`config.mk`:
```
export PLATFORM = sky130hd
export DESIGN_NAME = complex_mult_seq
export DESIGN_NICKNAME = d
export VERILOG_FILES = /design/src/rtl/complex_mult_pkg.sv /design/src/rtl/mult_8bit_sign.sv /design/src/rtl/complex_mult_seq.sv
export SDC_FILE = /design/constraint.sdc
export NUM_CORES = 1
export LEC_CHECK = 0
export CORE_ASPECT_RATIO = 1.2
export CORE_MARGIN = 2
export CORE_UTILIZATION = 30
export CTS_CLUSTER_SIZE = 30
export DETAILED_ROUTE_END_ITERATION = 7
export SLEW_MARGIN = 30
export SYNTH_ARGS = -nofsm -noshare
export SYNTH_HDL_FRONTEND = slang
export SYNTH_SLANG_ARGS = --single-unit
```
`constraint.sdc`:
```
create_clock -name clk -period 6.1 [get_ports clk]
set_clock_uncertainty 0.05 [all_clocks]
set_input_delay 1.22 -clock clk [delete_from_list [all_inputs] [get_ports clk]]
set_output_delay 1.22 -clock clk [all_outputs]
set_load 0.02 [all_outputs]
```
`src/rtl/complex_mult_pkg.sv`:
```
// Shared definitions for the sequential complex multiplier: state encoding,
// product issue order and default operand width.
package complex_mult_pkg;

    localparam int W_DEF = 8;

    typedef enum logic [1:0] {
        IDLE = 2'd0,
        MUL  = 2'd1,
        DONE = 2'd2
    } state_t;

    // Product issue order through the shared multiplier
    localparam logic [1:0] P_RR = 2'd0;  // a_re*b_re
    localparam logic [1:0] P_II = 2'd1;  // a_im*b_im
    localparam logic [1:0] P_RI = 2'd2;  // a_re*b_im
    localparam logic [1:0] P_IR = 2'd3;  // a_im*b_re

    // Four products at two cycles each, plus one cycle to fold in the last
    localparam logic [3:0] MUL_LAST = 4'd8;

endpackage

```
`src/rtl/mult_8bit_sign.sv`:
```
// Two-stage pipelined signed multiplier: operands registered, then product
// registered, so a result appears two edges after its operands are presented.
module mult_8bit_sign
    import complex_mult_pkg::*;
#(
    parameter int W = W_DEF
) (
    input  logic                  clk,
    input  logic                  rst,
    input  logic signed [W-1:0]   a,
    input  logic signed [W-1:0]   b,
    output logic signed [2*W-1:0] p
);

    logic signed [W-1:0]   a_q;
    logic signed [W-1:0]   b_q;
    logic signed [2*W-1:0] p_q;

    always_ff @(posedge clk or posedge rst) begin
        if (rst) begin
            a_q <= '0;
            b_q <= '0;
            p_q <= '0;
        end else begin
            a_q <= a;
            b_q <= b;
            p_q <= (2*W)'(a_q) * (2*W)'(b_q);
        end
    end

    assign p = p_q;

endmodule

```
`src/rtl/complex_mult_seq.sv`:
```
// Sequential complex multiplier y = a*b, time-sharing one pipelined multiplier
// across four partial products with a fixed accept-to-result latency of 9.
//
//   state | meaning
//   IDLE  | waiting for an operand set, in_ready=1
//   MUL   | issuing four products, accumulating into acc_re/acc_im
//   DONE  | result held on y_re/y_im until out_ready
module complex_mult_seq
    import complex_mult_pkg::*;
#(
    parameter int W = W_DEF
) (
    input  logic                clk,
    input  logic                rst,
    input  logic                in_valid,
    output logic                in_ready,
    input  logic signed [W-1:0] a_re,
    input  logic signed [W-1:0] a_im,
    input  logic signed [W-1:0] b_re,
    input  logic signed [W-1:0] b_im,
    output logic                out_valid,
    input  logic                out_ready,
    output logic signed [2*W:0] y_re,
    output logic signed [2*W:0] y_im
);

    state_t                state, state_nxt;
    logic [3:0]            cnt;
    logic signed [W-1:0]   op_ar, op_ai, op_br, op_bi;
    logic signed [W-1:0]   mul_a, mul_b;
    logic signed [2*W-1:0] prod;
    logic signed [2*W:0]   pext;
    logic signed [2*W:0]   acc_re, acc_im;
    logic [1:0]            iss_idx, acc_idx;
    logic                  accept, acc_en;

    assign in_ready  = (state == IDLE) && !rst;
    assign accept    = in_valid && in_ready;
    assign out_valid = (state == DONE);
    assign y_re      = acc_re;
    assign y_im      = acc_im;

    // Product k is issued at cnt=2k and emerges from the pipeline at cnt=2k+2
    assign iss_idx = cnt[2:1];
    assign acc_idx = cnt[2:1] - 2'd1;
    assign acc_en  = (state == MUL) && (cnt != 4'd0) && !cnt[0];
    assign pext    = {prod[2*W-1], prod};

    always_comb begin
        mul_a = op_ar;
        mul_b = op_br;
        case (iss_idx)
            P_RR: begin mul_a = op_ar; mul_b = op_br; end
            P_II: begin mul_a = op_ai; mul_b = op_bi; end
            P_RI: begin mul_a = op_ar; mul_b = op_bi; end
            P_IR: begin mul_a = op_ai; mul_b = op_br; end
            default: ;
        endcase
    end

    mult_8bit_sign #(.W(W)) u_mult (
        .clk (clk),
        .rst (rst),
        .a   (mul_a),
        .b   (mul_b),
        .p   (prod)
    );

    always_comb begin
        state_nxt = state;
        case (state)
            IDLE:    if (accept) state_nxt = MUL;
            MUL:     if (cnt == MUL_LAST) state_nxt = DONE;
            DONE:    if (out_ready) state_nxt = IDLE;
            default: state_nxt = IDLE;
        endcase
    end

    always_ff @(posedge clk or posedge rst) begin
        if (rst) begin
            state  <= IDLE;
            cnt    <= '0;
            acc_re <= '0;
            acc_im <= '0;
            op_ar  <= '0;
            op_ai  <= '0;
            op_br  <= '0;
            op_bi  <= '0;
        end else begin
            state <= state_nxt;
            if (accept) begin
                op_ar  <= a_re;
                op_ai  <= a_im;
                op_br  <= b_re;
                op_bi  <= b_im;
                cnt    <= '0;
                acc_re <= '0;
                acc_im <= '0;
            end else if (state == MUL) begin
                cnt <= cnt + 4'd1;
                if (acc_en) begin
                    case (acc_idx)
                        P_RR:    acc_re <= acc_re + pext;
                        P_II:    acc_re <= acc_re - pext;
                        P_RI:    acc_im <= acc_im + pext;
                        P_IR:    acc_im <= acc_im + pext;
                        default: ;
                    endcase
                end
            end
        end
    end

endmodule

```
==> results of run 1 <==
[cells by family (layout without fill, tap and decap cells)]
family                     after synthesis  count (layout)  share of synthesized area [%]
buffers and inverters                  135             204                           6.17
AOI/OAI and AO/OA                      131             131                           10.0
and+or+nand+nor                        321             321                           19.1
xor gates and xnor gates                55              55                           5.86
adders and majority gates              125             125                           24.2
muxes                                   22              22                           2.95
DFF                                    104             104                           31.7
[metrics by stage]
step	util, %	instances
2_1_floorplan	-	893
3_3_place_gp	34.5	1286
3_5_place_dp	34.5	1286
4_1_cts	35.5	1302
5_1_grt	35.5	1302
6_report	35.5	1302
[cell type report]
type                    count  area, um^2
well taps                 340         425
repair buffers             76         748
fillers                  2736       17400
flip-flops and latches    104        2600
inverters                 112         423
clock inverters             7        55.1
clock buffers               9         225
multi-input cells         654        5110
[flip-flops by register name (all words and copies together), names as in the netlist, 8 cells and up]
name and flops:
op_ai 8, op_ar 8, op_bi 8, op_br 8, u_mult.a_q 8, u_mult.b_q 8
u_mult.p 16, y_im 17, y_re 17
[layout by cell type, fill, tap and decap left out, types with 10 or more instances in the layout]
cell / netlist / routed
nand2_1: 132 / 131
inv_1: 112 / 111
dfrtp_1: 104 / 104
clkdlybuf4s50_1: 0 / 71
ha_1: 68 / 68
fa_1: 57 / 57
and2_1: 47 / 47
nor2_1: 37 / 37
nand3_1: 36 / 36
xnor2_1: 35 / 35
a21oi_1: 30 / 30
o21ai_0: 27 / 27
xor2_1: 20 / 20
mux2_2: 18 / 18
o21ai_1: 16 / 15
nor3_1: 13 / 13
nor2b_1: 13 / 13
a21o_1: 13 / 13
nand2b_1: 10 / 10
a31oi_1: 10 / 10
[routing by layer]
layer	track usage, %	vias to the layer above	wire (um)
met2	23.2	97	8550
met3	1.97	14	465
met4	3.37	0	197
met1	15.5	2844	7720
li1	-	3062	-
met5	0	-	0
[worst paths after layout]
path	to	depth (start not counted)
worst max register to register	u_mult.p[15]	14
max in group asynchronous	u_mult.a_q[2]	3
worst min-delay path	op_br[5]	2
worst max-delay path	u_mult.p[15]	14
worst min register to register	op_br[5]	2
min in group asynchronous	state[0]	2
[worst max-delay path, delay by kind of cell (launching register included)]
family | cells | cell delay (ps)
xor gates and xnor gates | 1 | 130
and+or+nand+nor | 3 | 700
adders and majority gates | 5 | 2440
DFF | 1 | 510
buffers and inverters | 3 | 150
AOI/OAI and AO/OA | 2 | 600
==> results.md, run 1 <==
* Status: complete, no violations
* Worst hold slack at between 400 and 500 ps
* Fin crit share at 77.1%
* Worst Hold Class: reg2reg
* Worst Path Required at around 6300 ps
* Worst slack, placed at between 1000 and 1500 ps
* Top Ports at between 70 and 80
* Slew @ Worst Pin at between 900 and 1000 ps
* Sequential area share after synthesis at roughly a third
* Vias in the first global route at slightly above 6000
* I/O Buffers at slightly above 70
* CTS Buf Count at 9
* FFs w/ async S/R, synth at 100%
* # DRC at 0
* Die height at roughly 190 um
* Core area at between 0.02 and 0.03 mm^2
* Flops & latches, synth at approximately 100
* Post-synth EDFFs at 0
* ANT nets after route at 0
* # diodes at 0
* RSZ-0062 raised after global routing: false
* Critical Path Most Common Cell: fa_1
* Max incr delay on CP at about 550 ps
* Via count at ~6000
* CTS tree: built
* Max Root-Sink Buffers at 2
* Placed cell area at between 0.009 and 0.01 mm^2
* Area grow syn2layout at 16.8%
* CP max-delay cell: fa_1
* Startpoint Class: register
* Final Max Tran Viols at 0
* Peak Freq at between 200 and 250 MHz
* CTS Sinks at about 100
* CP Capture Type: register
* Pre-antenna DRT Iters at 6
* Max_cap viols at 0
* Syn Area/Cell at approximately 9.2 um^2
* DR vias/cell at between 4 and 5
* Cts repair resizes at 0
* Routability cong. at 0.894
* Initial Utilization at between 30% and 40%
* Yosys cell types at 56
* Root buffer cell: clkbuf_16
* Critical path class: reg2reg
* Gr ovfl total at 0
* Global-route wire length before repair at 29.7 mm
* Final Critical Period at around 4700 ps
* FF-to-FF Start: u_mult.b_q[7]
* Total global-route track usage at 12.7%
* Syn_nets at 1054
* Nets at approximately 1100
* Fin Setup TNS at 0 ps
* Crit path arrival time at approximately 4900 ps
* Chip width at around 160 um
* Largest area contributor in the netlist: dfrtp_1
* Share of layout cells above drive strength 1 at 4.89%
* DRT iter0 DRCs at 224
* Most instantiated cells after synthesis: 132 x nand2_1, 112 x inv_1, 104 x dfrtp_1
* Clock Pin Slew Worst Setup and Hold Paths at ~80 ps
* Syn Inst Count at 893
* Final Hold Viols at 0
* Post-Route WL at ~17 mm
* Max-Slew Margin vs Limit at about 37%
* H-tree level count at 3
* Area of the mapped netlist at 0.00822 mm^2
* Critical path peak fanout at 9
* Initial antenna violation count at 0
* Post-CTS Hold Buffers at 0
* Clock Latency Late Sink at 360 ps
* Pin count of the biggest net entering global routing at 62
* Register-to-register setup slack at approximately 1400 ps
* Site row count at 66
* Main flop type after synthesis: dfrtp_1
* WL/cell at 13.0 um
* Post-DP HPWL at 13.2 mm
* Setup violators final at 0
* Synth top area share at between 30% and 40%
* Min-Delay Startpoint: op_br[5]
* PnR worst setup slack at approximately 1400 ps
* Setup crit start: u_mult.b_q[7]
* Largest cells by area after synthesis: dfrtp_1 32%, fa_1 14%, ha_1 10%
* Post-CTS setup buffers at 0
* Most common cell in the netlist: nand2_1
* Worst-path cell chain: nand2b_1 -> fa_1 -> fa_1 -> inv_1 -> fa_1 -> inv_1 -> fa_1 -> inv_1 -> ha_1 -> nor2b_1 -> or4_4 -> a41o_1 -> o41a_1 -> xnor2_1
* Ys Warns at 0
* Fin area at between 0.009 and 0.01 mm^2
* Die footprint at between 0.02 and 0.03 mm^2
Power of run 1 is left out: the tool's default activity adds up to more than one toggle a clock period on the data nets, which glitch-free logic cannot reach.
==> inputs of run 2 (changes only) <==
==> constraint.sdc (replaced) <==
create_clock -name clk -period 4.8 [get_ports clk]
set_clock_uncertainty 0.05 [all_clocks]
set_input_delay 0.96 -clock clk [delete_from_list [all_inputs] [get_ports clk]]
set_output_delay 0.96 -clock clk [all_outputs]
set_load 0.02 [all_outputs]
==> run 2 against run 1 <==
Net effect: setup slack worse by 1200 ps; largest cell class unchanged; first-iteration DRC count up 21%; routed wire length up 0.75%; global-route usage down 0.094 points; hold slack better by 1.1 ps; register-to-register slack worse by 1200 ps; highest routed layer unchanged.
==> results.md, run 2 (same netlist as run 1, synthesis figures left out) <==
* Status: complete, no violations
* # diodes at 0 (unchanged)
* Area grow syn2layout at 17.9%
* Initial antenna violation count at 0 (unchanged)
* PnR worst setup slack at 209 ps (-1190 ps)
* Vias in the first global route at 6073 (-1.7%)
* Worst-path cell chain: and2_1 -> fa_1 -> inv_1 -> fa_1 -> inv_1 -> fa_1 -> inv_1 -> fa_1 -> inv_1 -> ha_4 -> nor2b_1 -> or4_4 -> a41o_1 -> o41a_1 -> xnor2_1
* Chip width at 155 um (unchanged)
* Commonest non-fill, non-tap cell in the layout: nand2_1
* Site row count at 66 (unchanged)
* Max-Slew Margin vs Limit at 40.6% (+3.6 points)
* CP max-delay cell: fa_1
* Pre-antenna DRT Iters at 4 (-2)
* Worst Hold Class: reg2reg
* Die height at 185 um (unchanged)
* Final Hold Viols at 0 (unchanged)
* Max Root-Sink Buffers at 2 (unchanged)
* CTS Sinks at 104 (unchanged)
* Worst hold stages at 2 (unchanged)
* Routability cong. at 0.898 (+0.45%)
* CP Capture Type: register
* ANT nets after route at 0 (unchanged)
* Clock Latency Late Sink at 360 ps (about the same)
* CTS tree: built
* Crit path arrival time at 4790 ps (-110 ps)
* Critical path peak fanout at 8 (-1)
* Post-Route WL at 17.1 mm (+0.75%)
* Nets at 1123 (+0.45%)
* Fin crit share at 95.7% (+19 points)
* Max_cap viols at 0 (unchanged)
* DRT iter0 DRCs at 271 (+21%)
* Slew @ Worst Pin at 887 ps (-54.3 ps)
* WL/cell at 13.1 um (+0.44%)
* Post-CTS Hold Buffers at 0 (unchanged)
* Share of layout cells above drive strength 1 at 6.00% (+1.1 points)
* Worst Path Required at 4990 ps (-1300 ps)
* DR vias/cell at 4.63 (about the same)
* Most frequent cells in the layout: 131 x nand2_1, 110 x inv_1, 99 x dfrtp_1
* Critical path class: reg2reg
* Die footprint at 0.0287 mm^2 (unchanged)
* Total global-route track usage at 12.6% (-0.094 points)
* Worst slack, placed at 125 ps (-1270 ps)
* Placed insts at 1291 (+0.39%)
* Final Critical Period at 4590 ps (-113 ps)
* Initial Utilization at 30.4% (unchanged)
* # DRC at 0 (unchanged)
* Via count at 6041 (+0.40%)
* RSZ-0062 raised after global routing: false
* H-tree level count at 3 (unchanged)
* Peak Freq at 218 MHz (+2.5%)
* Non-filler cells, final at 1306 (+0.31%)
* Post-DP HPWL at 13.4 mm (+2.1%)
* Clock Pin Slew Worst Setup and Hold Paths at 70 ps (about the same)
* Setup violators final at 0 (unchanged)
* Cell depth of the worst flop-to-flop path at 15 (+1)
* Pin count of the biggest net entering global routing at 43 (-31%)
* Global-route wire length before repair at 29.2 mm (-1.6%)
* Startpoint Class: register
* Root buffer cell: clkbuf_16
* I/O Buffers at 71 (unchanged)
* Core area at 0.0270 mm^2 (unchanged)
* CTS Buf Count at 9 (unchanged)
* Max incr delay on CP at 520 ps (-30 ps)
* Final Max Tran Viols at 0 (unchanged)
* Gr ovfl total at 0 (unchanged)
* Fin Setup TNS at 0 ps (unchanged)
* Top Ports at 72 (unchanged)
[run 2: metrics by stage]
stage | hold WS, ps | utilization, % | area (um^2)
3_3_place_gp | 401 | 34.6 | 9350
3_5_place_dp | 408 | 34.6 | 9350
5_1_grt | 443 | 35.9 | 9690
6_report | 422 | 35.9 | 9690
2_1_floorplan | 390 | - | 8220
4_1_cts | 426 | 35.8 | 9670
[run 2: final cells by class]
cell class	instances	area (um^2)
clock buffers	10	239
well taps	340	425
inverters	112	423
multi-input cells	654	5120
repair buffers	81	786
clock inverters	5	81.3
flip-flops and latches	104	2610
fillers	2754	17300
[run 2: repair_timing]
| action | in CTS | in global routing |
|---|---|---|
| endpoints found under the setup margin | 0 | 1 |
| gates resized for setup | 0 | 7 |
| buffers inserted | 0 | 0 |
[run 2: per-layer routing]
metal | track usage (%) | part of all wire (%)
met4 | 3.00 | 1.1
met5 | 0 | 0
met1 | 15.5 | 47
met2 | 22.9 | 50
met3 | 2.11 | 2.5
[run 2: path summary, 6_finish.rpt]
path                       slack [ps]     startpoint             to
max reg2reg                       210  u_mult.a_q[7]   u_mult.p[15]
max in group asynchronous        2820            rst  u_mult.b_q[7]
min in group asynchronous         990            rst       op_bi[3]
max                               210  u_mult.a_q[7]   u_mult.p[15]
min reg2reg                       420       op_ai[4]       op_ai[4]
min                               420       op_ai[4]       op_ai[4]
[run 2: worst max-delay path: cells and delay by family, from the launching register on]
family | cells | cell delay [ps]
AOI/OAI and AO/OA | 2 | 600
DFF | 1 | 450
adders and majority gates | 5 | 2230
xor gates and xnor gates | 1 | 130
and+or+nand+nor | 3 | 790
buffers and inverters | 4 | 220
Power of run 2 is left out for the same reason.
